`config.mk`:
```
export PLATFORM = sky130hd
export DESIGN_NAME = tdc_readout_uart
export DESIGN_NICKNAME = d
export VERILOG_FILES = /design/src/rtl/tdc_readout_uart.sv
export SDC_FILE = /design/constraint.sdc
export NUM_CORES = 1
export LEC_CHECK = 0
export ABC_AREA = 1
export CAP_MARGIN = 20
export CORE_ASPECT_RATIO = 2
export CORE_UTILIZATION = 30
export CTS_BUF_LIST = sky130_fd_sc_hd__clkbuf_4 sky130_fd_sc_hd__clkbuf_8
export DETAILED_ROUTE_END_ITERATION = 8
export SLEW_MARGIN = 0
export SYNTH_ARGS = -nofsm -noshare
export SYNTH_HDL_FRONTEND = slang
export SYNTH_SLANG_ARGS = --single-unit
```
`constraint.sdc`:
```
create_clock -name iClk -period 3.6 [get_ports iClk]
set_input_delay 0.54 -clock iClk [delete_from_list [all_inputs] [get_ports iClk]]
set_output_delay 0.54 -clock iClk [all_outputs]
set_load 0.02 [all_outputs]
```
`src/rtl/tdc_readout_uart.sv`:
```
// TDC result readout: buffers result words in a small FIFO and streams each
// one over an 8N1 UART as a 4-byte frame {0xA5, word[23:16], word[15:8], word[7:0]}.
module tdc_readout_uart #(
  parameter int DIG_OUT      = 24,
  parameter int CLKS_PER_BIT = 868,
  parameter int FIFO_DEPTH   = 8
) (
  input  logic                          iClk,
  input  logic                          iRst,
  input  logic                          iValid,
  input  logic [DIG_OUT-1:0]            iTDC,
  output logic                          oTx,
  output logic                          oBusy,
  output logic                          oOverflow,
  output logic [$clog2(FIFO_DEPTH):0]   oCount
);

  localparam int              AW        = $clog2(FIFO_DEPTH);
  localparam int              PW        = (DIG_OUT < 24) ? DIG_OUT : 24;
  localparam logic [15:0]     BAUD_LAST = 16'(CLKS_PER_BIT - 1);
  localparam logic [AW:0]     FULL_LVL  = (AW + 1)'(FIFO_DEPTH);
  localparam logic [7:0]      SYNC      = 8'hA5;

  typedef enum logic [1:0] {
    IDLE,
    START,
    DATA,
    STOP
  } state_t;

  state_t state, state_nxt;

  logic [DIG_OUT-1:0] mem [FIFO_DEPTH];
  logic [AW-1:0]      wr_ptr;
  logic [AW-1:0]      rd_ptr;
  logic [AW:0]        count;
  logic               overflow;
  logic               full;
  logic               empty;
  logic               pop;
  logic               push;
  logic [23:0]        head24;

  logic [15:0]        baud_cnt;
  logic [2:0]         bit_cnt;
  logic [1:0]         byte_idx;
  logic [31:0]        shreg;
  logic [7:0]         cur_byte;
  logic               baud_done;

  assign full      = (count == FULL_LVL);
  assign empty     = (count == '0);
  assign pop       = (state == IDLE) && !empty;
  // A pop in the same cycle frees a slot, so a full FIFO can still accept.
  assign push      = iValid && (!full || pop);
  assign baud_done = (baud_cnt == BAUD_LAST);
  assign cur_byte  = shreg[31:24];

  always_comb begin
    head24         = '0;
    head24[PW-1:0] = mem[rd_ptr][PW-1:0];
  end

  // ---------------- FIFO ----------------
  always_ff @(posedge iClk) begin
    if (!iRst && push) begin
      mem[wr_ptr] <= iTDC;
    end
  end

  always_ff @(posedge iClk) begin
    if (iRst) begin
      wr_ptr   <= '0;
      rd_ptr   <= '0;
      count    <= '0;
      overflow <= 1'b0;
    end else begin
      if (push) begin
        wr_ptr <= wr_ptr + 1'b1;
      end
      if (pop) begin
        rd_ptr <= rd_ptr + 1'b1;
      end
      case ({push, pop})
        2'b10:   count <= count + 1'b1;
        2'b01:   count <= count - 1'b1;
        default: count <= count;
      endcase
      if (iValid && full && !pop) begin
        overflow <= 1'b1;
      end
    end
  end

  // ---------------- FSM: state register and datapath ----------------
  always_ff @(posedge iClk) begin
    if (iRst) begin
      state    <= IDLE;
      baud_cnt <= '0;
      bit_cnt  <= '0;
      byte_idx <= '0;
      shreg    <= '0;
    end else begin
      state <= state_nxt;
      case (state)
        IDLE: begin
          baud_cnt <= '0;
          bit_cnt  <= '0;
          byte_idx <= '0;
          if (pop) begin
            shreg <= {SYNC, head24};
          end
        end
        START: begin
          baud_cnt <= baud_done ? '0 : baud_cnt + 1'b1;
        end
        DATA: begin
          if (baud_done) begin
            baud_cnt <= '0;
            bit_cnt  <= bit_cnt + 1'b1;
          end else begin
            baud_cnt <= baud_cnt + 1'b1;
          end
        end
        STOP: begin
          if (baud_done) begin
            baud_cnt <= '0;
            byte_idx <= byte_idx + 1'b1;
            // Next byte moves into the top lane; the frame was fully latched at pop.
            shreg    <= {shreg[23:0], 8'h00};
          end else begin
            baud_cnt <= baud_cnt + 1'b1;
          end
        end
        default: begin
          baud_cnt <= '0;
        end
      endcase
    end
  end

  // ---------------- FSM: next state ----------------
  always_comb begin
    state_nxt = state;
    case (state)
      IDLE:    if (!empty) state_nxt = START;
      START:   if (baud_done) state_nxt = DATA;
      DATA:    if (baud_done && (bit_cnt == 3'd7)) state_nxt = STOP;
      STOP:    if (baud_done) state_nxt = (byte_idx == 2'd3) ? IDLE : START;
      default: state_nxt = IDLE;
    endcase
  end

  // ---------------- FSM: outputs ----------------
  always_comb begin
    oTx = 1'b1;
    case (state)
      IDLE:    oTx = 1'b1;
      START:   oTx = 1'b0;
      DATA:    oTx = cur_byte[bit_cnt];
      STOP:    oTx = 1'b1;
      default: oTx = 1'b1;
    endcase
  end

  assign oBusy     = !empty || (state != IDLE);
  assign oOverflow = overflow;
  assign oCount    = count;

endmodule

```
Word-level counts from Yosys, hierarchy flattened
Memories as Yosys holds them, arrays and structs flattened. A register that Yosys moved wholly into a read port is not among the register bits.
Index checks and enable logic that the tools add are counted.

word-level totals
  flip-flop bits (word level) = 66
  bits in latches = 0
  memory bits (writable) = 192
  memory bits (read-only) = 0
  input port bits = 27
  output and inout port bits = 7
  logic and storage cells = 80
  memories kept = 1

operators by class
  $add $sub $neg = 7
  multiply operators = 0
  divide/modulo/power cells = 0
  magnitude comparators = 1
  eq/ne operators = 15
  shift-type cells = 0
  mux-type cells = 23
  bitwise operators = 0
  reductions and logical operators = 24

memory list
  name  depth  width  rd ports  clocked after Yosys merged registers in  write ports  RTL line  RTL
  mem   8      24     1         1                                        1            33        logic [DIG_OUT-1:0] mem [FIFO_DEPTH];

operator list
  kind                                                                     count
  32-bit 2-to-1 mux                                                        2
  32-bit one-hot mux with 2 select lines                                   1
  16-bit one-hot mux with 2 select lines                                   1
  16-bit by 1-bit adder with 16-bit output, second input constant          1
  16-bit by 10-bit equality test with 1-bit output, second input constant  1
  16-bit 2-to-1 mux                                                        1
  2-bit inequality test, second input constant                             6
  2-bit 2-to-1 mux                                                         5
  3-bit by 1-bit adder with 3-bit output, second input constant            3
  3-bit 2-to-1 mux                                                         3
  2-bit equality test, second input constant                               4
  2-bit one-hot mux with 4 select lines                                    1
  4-bit one-hot mux with 2 select lines                                    1
  2-bit nonzero test                                                       4
  1-bit logical AND                                                        6
  3-bit one-hot mux with 2 select lines                                    1
  4-bit by 1-bit adder with 4-bit output, second input constant            1
  2-bit by 1-bit equality test with 1-bit output, second input constant    2
  4-bit equality test, second input constant                               1
  1-bit zero test                                                          4
  4-bit zero test                                                          1
  3-bit by 4-bit < comparator with 1-bit output, second input constant     1
  1-bit 2-to-1 mux                                                         4
  2-bit one-hot mux with 2 select lines                                    1
  other kinds (12)                                                         14

Depth between registers and ports, before layout
Gate-level depths: netlist of run 1.

  word-level depth = 8
  gate-level depth with buffers = 15

Least setup slack after synthesis of run 1
OpenSTA, ideal clock, no wires.

  path kind = register to register
  from = register state[0]
  to = memory mem[0][0] (enable)
  arrival = 2.925 ns
  required time = 3.165 ns
  path slack = 0.240 ns
  stages on the path, launching flop included = 10
  buffers on the path = 1
  cells stage by stage = dfxtp_1 -> inv_1 -> ha_1 -> buf_2 -> inv_1 -> nand4_1 -> nand2_1 -> nor2_1 -> inv_1 -> nor3_1

between the ends
  cells in the longest elaborated chain, start to end = 7

RTL lines
  element                                 RTL line  RTL
  start: declaration                      31        state_t state, state_nxt;
  start signal: assignment                104       state <= state_nxt;
  2-bit zero test                         53        assign pop = (state == IDLE) && !empty;
  1-bit logical AND                       53
  1-bit logical OR                        55        assign push = iValid && (!full || pop);
  1-bit logical AND                       55
  1-bit logical AND                       66        if (!iRst && push) begin
  1-bit 2-to-1 mux                        66
  1-bit 2-to-1 mux (not written as such)  67        mem[wr_ptr] <= iTDC;
  end: declaration                        33

No other way between the ends.

Worst setup path after layout of run 1
  from = register bit_cnt[0]
  to = output oTx

between the ends
  cells in the longest elaborated chain, start to end = 3

RTL lines
  element                                    RTL line  RTL
  start: declaration                         45        logic [2:0] bit_cnt;
  start signal: assignment                   120       bit_cnt <= bit_cnt + 1'b1;
  1-bit binary-select mux with 3-bit select  160       DATA: oTx = cur_byte[bit_cnt];
  1-bit 2-to-1 mux (not written as such)     160
  1-bit one-hot mux with 3 select lines      157       case (state)
  end: declaration                           12        output logic oTx,

No other way between the ends. The select of a mux whose other input is x is not followed.

==> flow_metrics.py, run 1 <==
metrics = {
    "setup_path": {
        "crit_type": "reg -> out",
        "crit_chain": "inv_1, nor2_1, nor2_1, o21ai_0, nand3b_1, nand3_1, a21oi_1, clkdlybuf4s50_1",
        "worst_setup_path_end_kind": "output pin",
        "cpPeakStageDelay_ns": 0.64,
        "crit_path_max_fanout": 8,
        "crit_top_cell": "nor2_1",
        "worstPathRequired_ns": 3.06,
        "cp-start-kind": "flip-flop",
        "critPathSlowestCell": "clkdlybuf4s50_1",
        "worstPathArrival_ns": 2.31,
    },
    "cts": {
        "cts_tree": "built",
        "path_clk_slew_ns": 0.06,
        "cts.sinks": 261,
        "cts_hold_buffers": 0,
        "cts_made_buffers": 37,
        "postCtsSetupRepairBufs": 0,
        "clk_latency_ns": 0.57,
        "cts.root.buffer_cell": "clkbuf_8",
        "htreeDepth": 2,
        "cts_resized": 0,
        "cts.path.max_buffers": 3,
    },
    "power_and_ir_drop": {
        "p_per_area_mw_per_mm2": 663.0,
        "cellLeakagePower_nw": 4.894,
        "ir_worst_vdd_v": 0.0003235,
    },
    "floorplan": {
        "start_util": 0.3043,
        "rows": 100,
        "die_area_sq_mm": 0.03852,
        "chipWidth_um": 139.3,
        "fp.dieH_um": 276.6,
        "core_area_sq_mm": 0.03716,
        "ios": 34,
    },
    "sta": {
        "hold_viol": 0,
        "rsz0062_at_grt": "false",
        "relSlewSlack": 0.3504,
        "whs_ns": 0.4537,
        "timing.final.crit_share": 0.7929,
        "fin_skew_ns": 0.02724,
        "tns_ns": 0,
        "slew_viol_final": 0,
        "setup_viol": 0,
        "min_period_ns": 2.854,
        "fmaxAchievable_mhz": 350.3,
        "worst_pin_slew_ns": 0.9743,
    },
    "place": {
        "dp_hpwl_um": 17120,
        "gp_congestion": 0.7668,
        "portBuffers": 33,
    },
    "drt": {
        "dr.pass1.iters": 4,
        "dr.first_iter.drc_count": 432,
        "ant_nets": 0,
        "drc": 0,
        "vias": 8069,
        "avgRoutedWirePerCell_um": 15.13,
        "vias_per_cell": 4.678,
        "routed_wirelength_um": 26090,
    },
    "yosys": {
        "avgSynthCellArea_sq_um": 9.400,
        "ys.flop_type": "edfxtp_1",
        "ys_seq_area_frac": 0.6320,
        "yosys-top-cells-count": "nand2_1, nor2_1, edfxtp_1",
        "synth_edf_count": 192,
        "syn_nets": 1241,
        "synth_area_leaders": "edfxtp_1, dfxtp_1, nand2_1, nor2_1, nand3_1",
        "synth_top_area_cell": "edfxtp_1",
        "synth_area_sq_mm": 0.01131,
        "ys_ff_latch": 261,
        "synth_cell_types": 30,
        "yosys_warnings": 0,
        "synthDominantCellAreaShare": 0.5098,
        "syn_inst": 1203,
        "async_reset_ff_frac": 0,
    },
    "cells_and_area": {
        "drive_gt1_frac": 0.07826,
        "seq_area_sq_mm": 0.007151,
        "n_fill_cell": 3649,
        "nets": 1276,
        "multi_input_area_sq_mm": 0.003420,
        "fin_util": 0.3457,
        "syn_to_final_growth_pct": 13.61,
    },
    "outcome": {
        "status": "complete, no violations",
    },
    "job": {
        "maxCapViolations": 0,
    },
    "global_route": {
        "grt.overflow.total": 0,
        "grt_antenna_before_repair": 1,
        "grt_pass1_wl_um": 41010,
        "gr-usage-all-layers": 0.1383,
        "grt_max_degree": 135,
        "grt_pass1_vias": 8080,
    },
    "hold_path": {
        "hold_path_class": "reg -> reg",
    },
}
==> power breakdown <==
| part | leakage (nW) | total, W | switching, W | internal, W |
|---|---|---|---|---|
| logic | 2.21 | 0.00268 | 0.00182 | 0.000869 |
| registers | 2.30 | 0.00359 | 0.000130 | 0.00346 |
| clock network | 0.384 | 0.00224 | 0.00110 | 0.00114 |
| total | 4.89 | 0.00852 | 0.00305 | 0.00547 |
==> kinds of logic after synthesis <==
family / share of synthesized area
AO/OA/AOI/OAI: 0.06495
XOR/XNOR: 0.002324
adder cells (fa/ha/maj): 0.01217
buffers and inverters: 0.06849
flip-flops: 0.6320
AND/OR/NAND/NOR: 0.2201
==> critical path, delay by kind of cell (launching register included) <==
family / cells / cell delay [ns]
buffers and inverters: 2 / 0.78
and+or+nand+nor: 4 / 0.32
DFF: 1 / 0.38
AOI/OAI and AO/OA: 2 / 0.30
==> worst paths after layout <==
path / startpoint / endpoint / slack, ns / cells after the start
min: baud_cnt[0]$_SDFF_PP0_ / baud_cnt[0]$_SDFF_PP0_ / 0.45 / 1
max: bit_cnt[0]$_SDFFE_PP0P_ / oTx / 0.75 / 8
min reg2reg: baud_cnt[0]$_SDFF_PP0_ / baud_cnt[0]$_SDFF_PP0_ / 0.45 / 1
max reg2reg: state[0]$_SDFFE_PP0P_ / mem[4][11]$_DFFE_PP_ / 1.10 / 9
==> final cells by class <==
type | count | share of cell area
Antenna cell | 1 | 0.0001948
Clock buffer | 49 | 0.04860
Clock inverter | 17 | 0.006720
Inverter | 133 | 0.03886
Multi-Input combinational cell | 754 | 0.2662
Sequential cell | 261 | 0.5566
Tap cell | 459 | 0.04470
Timing Repair Buffer | 51 | 0.03818
==> routing by layer <==
layer,wire (um),share of wire,global-route usage
met5,0,0,0
met4,2034,0.078,0.1197
met3,818,0.031,0.01971
met2,14200,0.54,0.2599
met1,9041,0.35,0.1288
==> placed cells by master (no fill, tap or decap), types with 16 or more instances in the layout <==
| cell type | Yosys | routed |
|---|---|---|
| o211ai_1 | 17 | 17 |
| inv_1 | 130 | 130 |
| clkbuf_8 | 0 | 41 |
| clkdlybuf4s50_1 | 0 | 33 |
| nand3_1 | 104 | 104 |
| edfxtp_1 | 192 | 192 |
| o21ai_0 | 62 | 62 |
| a21oi_1 | 46 | 46 |
| nor2_1 | 236 | 232 |
| buf_4 | 4 | 16 |
| nand2_1 | 236 | 236 |
| dfxtp_1 | 69 | 68 |
==> state kept, by name, indices dropped and copies added (netlist names), named ones only <==
register,count
oCount,4
byte_idx,2
rd_ptr,3
baud_cnt,16
state,2
wr_ptr,3
shreg,32
bit_cnt,3
oOverflow,1
mem,192
==> stage by stage <==
step,setup slack [ns],instance area [sq um],power [W],instances
floorplan,0.2395,11310,0.005669,1203
global placement,1.142,12130,0.006307,1658
detailed placement,1.115,12130,0.006368,1658
CTS,0.6887,12840,0.008630,1724
global route,0.5573,12850,0.009088,1725
finish,0.7456,12850,0.008518,1725
No activity file was read; power rests on OpenSTA's default activity.
==> run 2: changes to the inputs <==
Clock period 3.6 ns to 2.4 ns, I/O delays scaled along.
==> run 2 against run 1 <==
Final cell count increased by 0.46%. Worst hold slack improved by 0.0032 ns. First-iteration DRC count increased by 3.0%. Sequential power increased by 50%. Largest power group unchanged. Combinational power increased by 51%. Flip-flop and latch count unchanged. Global-route usage about the same.
==> flow_metrics.py, run 2 (synthesis gave the netlist of run 1 again) <==
metrics = {
    "setup_path": {
        "crit_path_max_fanout": 9,
        "r2r-end": "mem[4][22]$_DFFE_PP_",
        "cp-endpoint": "oBusy",
        "cp-start-kind": "flip-flop",
        "worstPathArrival_ns": 1.94,
        "crit_start": "state[0]$_SDFFE_PP0P_",
        "r2r_start": "state[0]$_SDFFE_PP0P_",
        "crit_type": "reg -> out",
        "r2r_setup_slack_ns": 0.25,
        "reg2regPathDepth": 9,
        "worst_setup_path_end_kind": "output pin",
        "worstPathRequired_ns": 2.04,
    },
    "hold_path": {
        "hold_path_class": "reg -> reg",
        "hold_path_startpoint": "baud_cnt[0]$_SDFF_PP0_",
    },
    "sta": {
        "timing.final.crit_share": 0.9598,
        "hold_viol": 0,
        "setup_viol": 0,
        "min_period_ns": 2.304,
        "fmaxAchievable_mhz": 434.1,
        "worst_pin_slew_ns": 0.6370,
        "rsz0062_at_grt": "false",
        "setup_ws_ns": 0.09646,
        "fin_skew_ns": 0.04233,
        "slew_viol_final": 0,
        "relSlewSlack": 0.5741,
    },
    "place": {
        "place_area_sq_mm": 0.01234,
        "dp_hpwl_um": 17350,
        "gp_congestion": 0.7885,
        "dp_slack_ns": 0.2335,
        "portBuffers": 33,
    },
    "drt": {
        "dr.pass1.iters": 5,
        "routed_wirelength_um": 26010,
        "vias": 8048,
        "ant_nets": 0,
        "avgRoutedWirePerCell_um": 15.01,
        "drc": 0,
        "dr.first_iter.drc_count": 445,
        "vias_per_cell": 4.644,
    },
    "floorplan": {
        "rows": 100,
        "fp.dieH_um": 276.6,
        "start_util": 0.3043,
        "core_area_sq_mm": 0.03716,
        "ios": 34,
        "chipWidth_um": 139.3,
        "die_area_sq_mm": 0.03852,
    },
    "power_and_ir_drop": {
        "ir_worst_vdd_v": 0.0004396,
        "cellLeakagePower_nw": 4.983,
        "p_per_area_mw_per_mm2": 1000,
    },
    "cells_and_area": {
        "drive_gt1_frac": 0.08327,
        "final_common_cell": "nand2_1",
        "largest_register": "mem",
        "nets": 1284,
        "reg.largest.list": "mem: 192 flops, shreg: 32 flops, baud_cnt: 16 flops",
        "final_cell_mix": "nand2_1, nor2_1, edfxtp_1, inv_1, nand3_1",
        "largest_register_ffs": 192,
        "stdcell_area_sq_mm": 0.01312,
        "syn_to_final_growth_pct": 15.99,
    },
    "cts": {
        "cts.path.max_buffers": 3,
        "cts_tree": "built",
        "cts.sinks": 261,
        "htreeDepth": 2,
        "path_clk_slew_ns": 0.06,
        "cts.root.buffer_cell": "clkbuf_8",
        "postCtsSetupRepairBufs": 0,
        "cts_made_buffers": 37,
        "clk_latency_ns": 0.58,
    },
    "global_route": {
        "gr-usage-all-layers": 0.1382,
        "grt_antenna_before_repair": 1,
        "grt_max_degree": 123,
        "grt.overflow.total": 0,
        "grt_pass1_vias": 8005,
        "grt_pass1_wl_um": 41240,
    },
    "outcome": {
        "status": "complete, no violations",
    },
    "job": {
        "maxCapViolations": 0,
    },
}
[run 2: how the worst min path moves through the flow]
stage	end	slack (ns)	cells past startpoint
finish	baud_cnt[0]$_SDFF_PP0_	0.46	1
CTS	baud_cnt[0]$_SDFF_PP0_	0.46	1
global route	baud_cnt[0]$_SDFF_PP0_	0.49	1
detailed placement	flip-flop	0.45	2
global placement	baud_cnt[0]$_SDFF_PP0_	0.43	1
floorplan	baud_cnt[0]$_SDFF_PP0_	0.42	1
[run 2: cell type report]
type	instances	area, sq um
fill	3673	24040
sequential	261	7151
multi-input combinational	754	3442
timing repair buffer	59	669.4
clock buffer	45	575.6
tap	459	574.3
inverter	133	499.2
clock inverter	21	202.7
antenna	1	2.502
[run 2: timing repair]
| action | in CTS | in global routing |
|---|---|---|
| cloned | 0 | 0 |
| setup endpoints to repair | 2 | 1 |
| hold buffers | 0 | 0 |
| pin swaps | 0 | 0 |
| resized for setup | 2 | 2 |
[run 2: worst max-delay path, stage by stage, from the launching register on]
cell,delay [ns]
dfxtp_1,0.43
inv_1,0.11
ha_1,0.22
buf_4,0.18
nand3_1,0.11
dlygate4sd2_1,0.35
[run 2: stage by stage]
| stage | hold slack, ns | std cells | power [W] | util | TNS [ns] |
|---|---|---|---|---|---|
| after detailed placement | 0.4522 | 1666 | 0.009658 | 0.3321 | 0 |
| after global routing | 0.4850 | 1733 | 0.01399 | 0.3530 | 0 |
| final | 0.4569 | 1733 | 0.01312 | 0.3530 | 0 |
| after CTS | 0.4647 | 1732 | 0.01331 | 0.3530 | 0 |
| after global placement | 0.4283 | 1666 | 0.009585 | 0.3321 | 0 |
| after floorplan | 0.4175 | 1203 | 0.008506 | - | -54.99 |
[run 2: where the power goes]
group | leakage, nW | switching [W] | internal (W)
Combinational | 2.29 | 0.00272 | 0.00134
Clock | 0.390 | 0.00173 | 0.00194
Sequential | 2.30 | 0.000200 | 0.00519
Total | 4.98 | 0.00465 | 0.00847
[run 2: layer usage]
layer,vias to the layer above,part of all wire,GRT usage
met5,-,0,0
met4,0,0.045,0.07778
met3,66,0.032,0.02023
met2,140,0.56,0.2751
met1,3810,0.36,0.1316
li1,4032,-,-
